`src/rtl/register_state_param_pkg.sv`:
```
// Shared types and defaults for the parametrised Ascon permutation state register.
// Holds the update-mode encoding, the default geometry, the fixed-geometry state type
// and a helper that flags the two reserved mode encodings.
package register_state_param_pkg;

  localparam int DEF_NB_WORDS = 5;
  localparam int DEF_WORD_W   = 64;
  localparam int DEF_KEY_W    = 128;

  typedef enum logic [2:0] {
    HOLD         = 3'b000,
    LOAD         = 3'b001,
    XOR_LANE     = 3'b010,
    XOR_KEY_TAIL = 3'b011,
    XOR_KEY_HEAD = 3'b100,
    XOR_DOMAIN   = 3'b101
  } mode_e;

  // One lane and the state array for the default 5x64 geometry. The top level
  // declares the same shape locally from its NB_WORDS/WORD_W parameters.
  typedef logic [DEF_WORD_W-1:0] type_lane;
  typedef type_lane type_state [DEF_NB_WORDS];

  // 110 and 111 are reserved encodings.
  function automatic logic mode_legal(input logic [2:0] m);
    return (m <= 3'b101);
  endfunction

endpackage

```
`src/rtl/register_state_param_state_lane_reg.sv`:
```
// One WORD_W-bit lane register with synchronous active-low reset and load enable.
// Latency: d is visible on q one cycle after an enabled edge. No backpressure.
// Ports: clk, resetb (sync, active-low), en (load enable), d (next value), q (lane).
module state_lane_reg
  import register_state_param_pkg::*;
#(
  parameter int WORD_W = DEF_WORD_W
) (
  input  logic              clk,
  input  logic              resetb,
  input  logic              en,
  input  logic [WORD_W-1:0] d,
  output logic [WORD_W-1:0] q
);

  always_ff @(posedge clk) begin
    if (!resetb) begin
      q <= '0;
    end else if (en) begin
      q <= d;
    end
  end

endmodule

```
`src/rtl/register_state_param.sv`:
```
// Ascon permutation state register with in-place update modes, one-entry snapshot
// shadow, saturating update counter and error pulse. Latency: every update, snapshot
// or restore shows on the outputs one cycle after the sampling edge. No backpressure:
// a request can be issued every cycle; illegal requests hold the state.
// Ports: clock_i, resetb_i (sync, active-low); en_i/mode_i select the update;
// register_i (LOAD operand, lane 0 in the MSBs), lane_sel_i/data_i (XOR_LANE operand),
// key_i (key XOR operand); snap_i/restore_i drive the shadow;
// register_o (state, straight from flops), snap_valid_o, upd_cnt_o, err_o.
module register_state_param
  import register_state_param_pkg::*;
#(
  parameter int NB_WORDS = DEF_NB_WORDS,
  parameter int WORD_W   = DEF_WORD_W,
  parameter int KEY_W    = DEF_KEY_W
) (
  input  logic                         clock_i,
  input  logic                         resetb_i,
  input  logic                         en_i,
  input  logic [2:0]                   mode_i,
  input  logic [NB_WORDS*WORD_W-1:0]   register_i,
  input  logic [$clog2(NB_WORDS)-1:0]  lane_sel_i,
  input  logic [WORD_W-1:0]            data_i,
  input  logic [KEY_W-1:0]             key_i,
  input  logic                         snap_i,
  input  logic                         restore_i,
  output logic [NB_WORDS*WORD_W-1:0]   register_o,
  output logic                         snap_valid_o,
  output logic [15:0]                  upd_cnt_o,
  output logic                         err_o
);

  localparam int KW    = KEY_W / WORD_W;
  localparam int SEL_W = $clog2(NB_WORDS);

  typedef logic [WORD_W-1:0] lane_t;

  lane_t       state_q  [NB_WORDS];
  lane_t       state_d  [NB_WORDS];
  lane_t       shadow_q [NB_WORDS];
  logic        snap_valid;
  logic [15:0] upd_cnt;
  logic        err_q;

  mode_e mode;
  logic  restore_ok;
  logic  restore_bad;
  logic  mode_bad;
  logic  sel_bad;
  logic  upd_go;
  logic  err_d;
  logic  state_en;

  assign mode        = mode_e'(mode_i);
  assign restore_ok  = restore_i & snap_valid;
  assign restore_bad = restore_i & ~snap_valid;
  assign mode_bad    = en_i & ~mode_legal(mode_i);
  // Only reachable when NB_WORDS is not a power of two.
  assign sel_bad     = en_i & (mode_i == XOR_LANE) &
                       ({1'b0, lane_sel_i} >= (SEL_W+1)'(NB_WORDS));

  // An invalid restore turns the whole cycle into HOLD, so any restore_i
  // blocks the mode path: a valid one wins, an invalid one is an error.
  assign upd_go   = en_i & ~restore_i & ~mode_bad & ~sel_bad & (mode_i != HOLD);
  assign state_en = restore_ok | upd_go;

  // A valid restore overrides the mode, so a bad mode alongside it is not reported.
  assign err_d = restore_bad | (~restore_ok & (mode_bad | sel_bad));

  always_comb begin
    for (int i = 0; i < NB_WORDS; i++) begin
      state_d[i] = state_q[i];
    end
    if (restore_ok) begin
      for (int i = 0; i < NB_WORDS; i++) begin
        state_d[i] = shadow_q[i];
      end
    end else if (upd_go) begin
      case (mode)
        LOAD: begin
          for (int i = 0; i < NB_WORDS; i++) begin
            state_d[i] = register_i[(NB_WORDS-i)*WORD_W-1 -: WORD_W];
          end
        end
        XOR_LANE: begin
          state_d[lane_sel_i] = state_q[lane_sel_i] ^ data_i;
        end
        // Key MSB word lands on the lowest-index target lane.
        XOR_KEY_TAIL: begin
          for (int k = 0; k < KW; k++) begin
            state_d[NB_WORDS-KW+k] = state_q[NB_WORDS-KW+k] ^
                                     key_i[KEY_W-1-k*WORD_W -: WORD_W];
          end
        end
        XOR_KEY_HEAD: begin
          for (int k = 0; k < KW; k++) begin
            state_d[1+k] = state_q[1+k] ^ key_i[KEY_W-1-k*WORD_W -: WORD_W];
          end
        end
        XOR_DOMAIN: begin
          state_d[NB_WORDS-1][0] = ~state_q[NB_WORDS-1][0];
        end
        default: begin
        end
      endcase
    end
  end

  // Shadow always captures the pre-edge state, which makes snap+restore a swap.
  for (genvar g = 0; g < NB_WORDS; g++) begin : g_lane
    state_lane_reg #(.WORD_W(WORD_W)) u_state (
      .clk    (clock_i),
      .resetb (resetb_i),
      .en     (state_en),
      .d      (state_d[g]),
      .q      (state_q[g])
    );

    state_lane_reg #(.WORD_W(WORD_W)) u_shadow (
      .clk    (clock_i),
      .resetb (resetb_i),
      .en     (snap_i),
      .d      (state_q[g]),
      .q      (shadow_q[g])
    );

    assign register_o[(NB_WORDS-g)*WORD_W-1 -: WORD_W] = state_q[g];
  end

  always_ff @(posedge clock_i) begin
    if (!resetb_i) begin
      snap_valid <= 1'b0;
      upd_cnt    <= '0;
      err_q      <= 1'b0;
    end else begin
      if (snap_i) begin
        snap_valid <= 1'b1;
      end
      if (upd_go && (upd_cnt != 16'hFFFF)) begin
        upd_cnt <= upd_cnt + 16'd1;
      end
      err_q <= err_d;
    end
  end

  assign snap_valid_o = snap_valid;
  assign upd_cnt_o    = upd_cnt;
  assign err_o        = err_q;

endmodule

```
`config.mk`:
```
export PLATFORM = sky130hd
export DESIGN_NAME = register_state_param
export DESIGN_NICKNAME = d
export VERILOG_FILES = /design/src/rtl/register_state_param_pkg.sv /design/src/rtl/register_state_param_state_lane_reg.sv /design/src/rtl/register_state_param.sv
export SDC_FILE = /design/constraint.sdc
export NUM_CORES = 2
export LEC_CHECK = 0
export ABC_AREA = 1
export BUFFER_PORTS_ARGS = -buffer_cell sky130_fd_sc_hd__buf_2
export CELL_PAD_IN_SITES_DETAIL_PLACEMENT = 0
export CELL_PAD_IN_SITES_GLOBAL_PLACEMENT = 2
export CORE_MARGIN = 2
export CORE_UTILIZATION = 31
export CTS_CLUSTER_SIZE = 10
export DETAILED_ROUTE_END_ITERATION = 16
export GPL_ROUTABILITY_DRIVEN = 0
export MAX_ROUTING_LAYER = met4
export PLACE_DENSITY = 0.95
export SLEW_MARGIN = 20
export SYNTH_ARGS = -nofsm -noshare
export SYNTH_HDL_FRONTEND = slang
export SYNTH_SLANG_ARGS = --single-unit
```
`constraint.sdc`:
```
create_clock -name clock_i -period 4.5 [get_ports clock_i]
set_clock_uncertainty 0.05 [all_clocks]
set_input_delay 0.225 -clock clock_i [delete_from_list [all_inputs] [get_ports clock_i]]
set_output_delay 0.225 -clock clock_i [all_outputs]
set_load 0.02 [all_outputs]
```
### Word-level counts from Yosys, hierarchy flattened

Cells that the tools add are included.

* reductions and logical operators: 12
* mux-type cells: 12
* eq/ne operators: 6
* magnitude comparators: 4
* bitwise logic cells: 26
* add/sub/neg operators: 1

Operators with widths (number)
* 320-bit 2-to-1 mux: 2
* 128-bit one-hot mux with 3 select lines: 1
* 127-bit one-hot mux with 3 select lines: 1
* 320-bit bitwise mux: 1
* 64-bit bitwise XOR: 5
* 64-bit binary-select mux with 3-bit select: 1
* 64-bit demux with 3-bit select: 1
* 64-bit 2-to-1 mux: 3
* 64-bit one-hot mux with 2 select lines: 1
* 16-bit by 1-bit adder with 16-bit output (second input constant): 1
* 16-bit inequality test (second input constant): 1
* 3-bit AND reduction: 4
* 1-bit AND: 10
* 4-bit nonzero test: 2
* 1-bit NOT: 7
* 3-bit by 2-bit equality test with 1-bit output (second input constant): 2
* 3-bit equality test (second input constant): 2
* 3-bit nonzero test: 2
* 5-bit nonzero test: 1
* 4-bit greater-or-equal comparator (second input constant): 1
* 4-bit by 1-bit less-than comparator with 1-bit output (second input constant): 1
* 3-bit NOT with 4-bit output: 1
* 1-bit one-hot mux with 4 select lines: 1
* 3-bit by 1-bit equality test with 1-bit output (second input constant): 1
* other kinds (5): 8

* bits in registers: 658
* input port bits: 523
* word-level logic and storage cells: 75

### Longest topological paths before layout

* word-level depth: 9
* gate-level depth with buffers: 16
* gate-level depth less buffers: 14

### Cells and area by module

A second synthesis with hierarchy kept.

* cells, all modules: 9030
* area, all modules: 49765.2 um2

By module, submodules not included
* state_lane_reg: seq. area each 1281.2 um2, cells an instance 405, area each 2670.1 um2, instances 10
* register_state_param: seq. area each 360.3 um2, cells an instance 4980, area each 23064.6 um2, instances 1

### Worst setup path before layout

No wires, ideal clock.

* path type: register to register
* start point: register upd_cnt[7], in the netlist upd_cnt_o[7]
* end point: register upd_cnt[1], in the netlist upd_cnt_o[1]
* setup slack: 2708 ps
* stages on the path, launching flop included: 11
* clock period less this slack: 1792 ps
* arrival: 1626 ps
* cells stage by stage: dfxtp_1 nand2_1 nor2_1 nand2_1 nor2_1 nand3_1 nor2_1 nor2_1 buf_4 o21ai_0 nor2_1

* cells in the longest elaborated chain, start to end: 2

Ends and longest elaborated chain
* start, declared: line register_state_param.sv:41 `logic [15:0] upd_cnt;`
* start signal, assigned: line register_state_param.sv:139 `upd_cnt <= upd_cnt + 16'd1;`
* 16-bit inequality test: line register_state_param.sv:138 `if (upd_go && (upd_cnt != 16'hFFFF)) begin`
* 1-bit logical AND: line register_state_param.sv:138

No other way between the ends.
A chain may end at the register's enable or synchronous reset.

### Worst setup path after layout

* start point: register snap_valid, in the netlist snap_valid_o
* end point: register g_lane[0].u_state.q[52]

* cells in the longest elaborated chain, start to end: 3
* elaborated cells on any way between the ends: 6

Ends and longest elaborated chain
* start, declared: line register_state_param.sv:40 `logic snap_valid;`
* start signal, assigned: line register_state_param.sv:131 `snap_valid <= 1'b0;`
* start signal, assigned: line register_state_param.sv:136 `snap_valid <= 1'b1;`
* 1-bit AND *: line register_state_param.sv:54 `assign restore_ok = restore_i & snap_valid;`
* 3-bit nonzero test (no line) (tied with other cells)
* 3-bit AND reduction (no line)
* end signal, assigned: line register_state_param_state_lane_reg.sv:18 `q <= '0;`
* end signal, assigned: line register_state_param_state_lane_reg.sv:20 `q <= d;`
* end, declared: line register_state_param_state_lane_reg.sv:13 `output logic [WORD_W-1:0] q`

Mark *: on every way between the ends. The rest lies on a longest branch, timed or not.

==> impl_metrics.py <==
metrics = {
    "routing": {
        "drtIter0Drc": 4444,
        "drt-total-wl_um": 185000,
        "final_antenna_net_count": 0,
        "viasPerCell": 5.26,
        "vias": 47700,
        "first_pass_iters": 6,
        "wl_per_cell_um": 20.4,
        "drc": 0,
    },
    "setup_path": {
        "crit_path_end_kind": "flip-flop",
        "crit_family": "buffers and inverters",
        "cp-start-kind": "flip-flop",
        "worst_ep_arrival_time_ps": 3560,
        "worst_path_largest_cell_delay_ps": 540,
        "critPathKind": "reg -> reg",
        "required_ps": 4980,
        "crit_buf_inv": 4,
        "path_cells": "nand2_4 > inv_8 > nor3_1 > inv_4 > buf_12 > o211ai_1 > nor2_1 > nor2_1 > dlygate4sd3_1",
        "slowest_stage": "dlygate4sd3_1",
        "path_common_cell": "nor2_1",
        "path_max_fanout": 44,
    },
    "yosys": {
        "yosys-top-cells-area": "dfxtp_1 (33%), nand2_1 (18%), a21oi_1 (8.8%), o21ai_0 (7.7%), nor2_1 (7.4%)",
        "avgSynthCellArea_um2": 6.21,
        "synth_fa_ha_area_share_pct": 0.0314,
        "yosys.area_share.simple_pct": 29.8,
        "synth-compound-area-share_pct": 25.9,
        "synthXorXnorAreaFrac_pct": 2.99,
        "synth_mux_area_share_pct": 0,
        "async_flop_share_pct": 0,
        "synth_edf_count": 0,
        "synth_top_cell_by_area": "dfxtp_1",
        "synthTopCellsByCount": "nand2_1 (1906), nor2_1 (787), a21oi_1 (701), dfxtp_1 (658), o21ai_0 (611)",
        "synth_most_common_cell": "nand2_1",
        "yosysSeqAreaShare_pct": 33.0,
        "ys_warn_count": 0,
        "synth_top_area_share_pct": 33.0,
        "synth_flop_cell": "dfxtp_1",
        "synthesis.nets": 6941,
        "netlist_area_um2": 39900,
        "synth_top_family_by_area": "simple AND/OR/NAND/NOR gates",
        "synthCells": 6417,
        "synth_cell_type_count": 38,
        "synth_seq_cells": 658,
    },
    "finish": {
        "area_growth_pct": 29.5,
        "fin_util_pct": 40.5,
        "nFillCells": 13500,
        "ff_latch_area_um2": 13200,
        "nets": 7860,
        "multiInputGateArea_um2": 23500,
        "fin_area_um2": 51600,
        "drive_gt1_share_pct": 16.3,
    },
    "sta": {
        "max-slew-margin-rel_pct": 33.2,
        "rsz0062_at_grt": "false",
        "fin_crit_ps": 3080,
        "final-setup-viol-count": 0,
        "fin_crit_sh_pct": 68.4,
        "max_freq_mhz": 325,
        "drv_slew": 0,
        "finalHoldViolations": 0,
        "worst_pin_slew_ps": 1000,
        "tns_ps": 0,
    },
    "global_route": {
        "grt_max_degree": 180,
        "grt_remaining_overflow": 0,
        "antenna_found_initial": 27,
        "grt_pass1_vias": 43600,
        "gr-usage-all-layers_pct": 27.5,
        "grt_pass1_wl_um": 273000,
    },
    "floorplanning": {
        "core_um2": 128000,
        "dieArea_um2": 131000,
        "ios": 861,
        "die_h_um": 363,
        "row_count": 131,
        "start_util_pct": 31.3,
        "dieWidth_um": 363,
    },
    "placement": {
        "place_area_um2": 45400,
        "dp_hpwl_um": 121000,
        "io_buffers": 860,
    },
    "clock_tree": {
        "path_clk_slew_ps": 60,
        "cts_buffer_depth": 3,
        "cts_tree": "done",
        "cts.sinks": 658,
        "worstSkewPairLatency_ps": 660,
        "htreeDepth": 3,
        "cts_resized": 0,
        "cts_root_buf": "clkbuf_16",
        "cts_buffers": 83,
    },
    "pwr": {
        "vdd_ir_drop_max_mv": 0.236,
        "power_density_nw_per_um2": 324,
        "p_leak_nw": 22.5,
    },
    "worst_hold_path": {
        "hp-class": "in -> reg",
    },
    "run": {
        "maxCapViolCount": 0,
    },
    "status": {
        "run_status": "finished clean",
    },
}
[per-stage QoR]
stage	hold slack, ps	std cells	setup WS, ps	power, mW
5_1_grt	38.3	9070	1280	17.4
2_1_floorplan	323	6417	2710	8.67
4_1_cts	1.19	9051	1410	16.8
3_5_place_dp	432	8548	1330	10.1
6_report	31.9	9073	1420	16.7
3_3_place_gp	425	8548	1400	10.0
[routing by layer]
metal  wire length (um)  share of wire (%)  track usage [%]  up-vias
li1                   -                  -                -    23000
met1              79700                 43             35.5    22400
met2              84900                 46             43.4     2034
met3              13900                7.5             4.25      327
met4               6460                3.5             9.64        0
met5                  0                  0                -        -
[power breakdown]
group / leakage, nW / internal (mW) / total [mW] / switching [mW]
Sequential: 5.40 / 6.21 / 6.65 / 0.434
Combinational: 15.9 / 1.36 / 3.62 / 2.26
Clock: 1.20 / 3.70 / 6.44 / 2.74
Total: 22.5 / 11.3 / 16.7 / 5.43
[placed cells by master, fill, tap and decap left out, types with 3 or more instances in the layout]
| master | synthesis | final |
|---|---|---|
| o21a_1 | 34 | 34 |
| xor2_1 | 4 | 4 |
| nand2_1 | 1906 | 1901 |
| inv_2 | 7 | 3 |
| a21boi_0 | 119 | 119 |
| buf_4 | 18 | 52 |
| buf_12 | 0 | 30 |
| inv_6 | 0 | 6 |
| clkbuf_1 | 339 | 34 |
| a32oi_1 | 126 | 126 |
| or2_2 | 129 | 129 |
| nor2_1 | 787 | 786 |
| o21ai_1 | 15 | 15 |
| nand2_4 | 0 | 4 |
| a22o_1 | 34 | 34 |
| clkbuf_8 | 0 | 12 |
| clkinv_2 | 0 | 4 |
| inv_4 | 0 | 4 |
| inv_1 | 347 | 341 |
| nand4_1 | 29 | 29 |
| dlygate4sd3_1 | 0 | 365 |
| dfxtp_1 | 658 | 658 |
| diode_2 | 0 | 22 |
| a31oi_1 | 129 | 129 |
| a21oi_1 | 701 | 701 |
| nand3_1 | 44 | 42 |
| nand3b_1 | 38 | 38 |
| nor4_1 | 3 | 3 |
| a21boi_1 | 7 | 7 |
| clkbuf_16 | 0 | 83 |
| buf_2 | 75 | 858 |
| o211ai_1 | 32 | 32 |
| nor3_1 | 42 | 42 |
| o21ai_0 | 611 | 611 |
| xnor2_1 | 132 | 132 |
[final timing paths]
check	from	to	slack [ps]	cells after the start
worst max-delay path	snap_valid_o$_SDFFE_PN0P_	g_lane[0].u_state.q[52]$_SDFFE_PN0P_	1420	9
worst min-delay path	register_i[240]	g_lane[1].u_state.q[48]$_SDFFE_PN0P_	30	5
worst max register to register	snap_valid_o$_SDFFE_PN0P_	g_lane[0].u_state.q[52]$_SDFFE_PN0P_	1420	9
worst min register to register	g_lane[0].u_state.q[16]$_SDFFE_PN0P_	g_lane[0].u_shadow.q[16]$_SDFFE_PN0P_	440	2
[worst min-delay path: cells and delay by family]
kind | cells | cell delay, ps
and+or+nand+nor | 2 | 130
buffers and inverters | 1 | 80
AOI/OAI and AO/OA | 2 | 260
[logic make-up after synthesis]
logic type,after synthesis
buffers and inverters,828
and+or+nand+nor,2982
adders and majority gates,1
DFF,658
xor gates and xnor gates,136
AOI/OAI and AO/OA,1812
[sequential cells by signal, summed over array words and instances (netlist names)]
name	cells
g_lane.u_shadow.q	320
upd_cnt_o	16
snap_valid_o	1
err_o	1
g_lane.u_state.q	320
[cell type report]
class | instances | share of cell area (%)
clock inverters | 9 | 0.216
repair buffers | 1307 | 17.4
inverters | 355 | 2.66
multi-input cells | 4931 | 45.5
flip-flops and latches | 658 | 25.5
well taps | 1662 | 4.03
clock buffers | 129 | 4.59
diodes | 22 | 0.107
[timing repair]
item | 4_1_cts | 5_1_grt
hold buffers | 365 | 0
endpoints found under the hold margin | 363 | 0
setup buffers | 0 | 0
No activity file was read; power rests on OpenSTA's default activity.
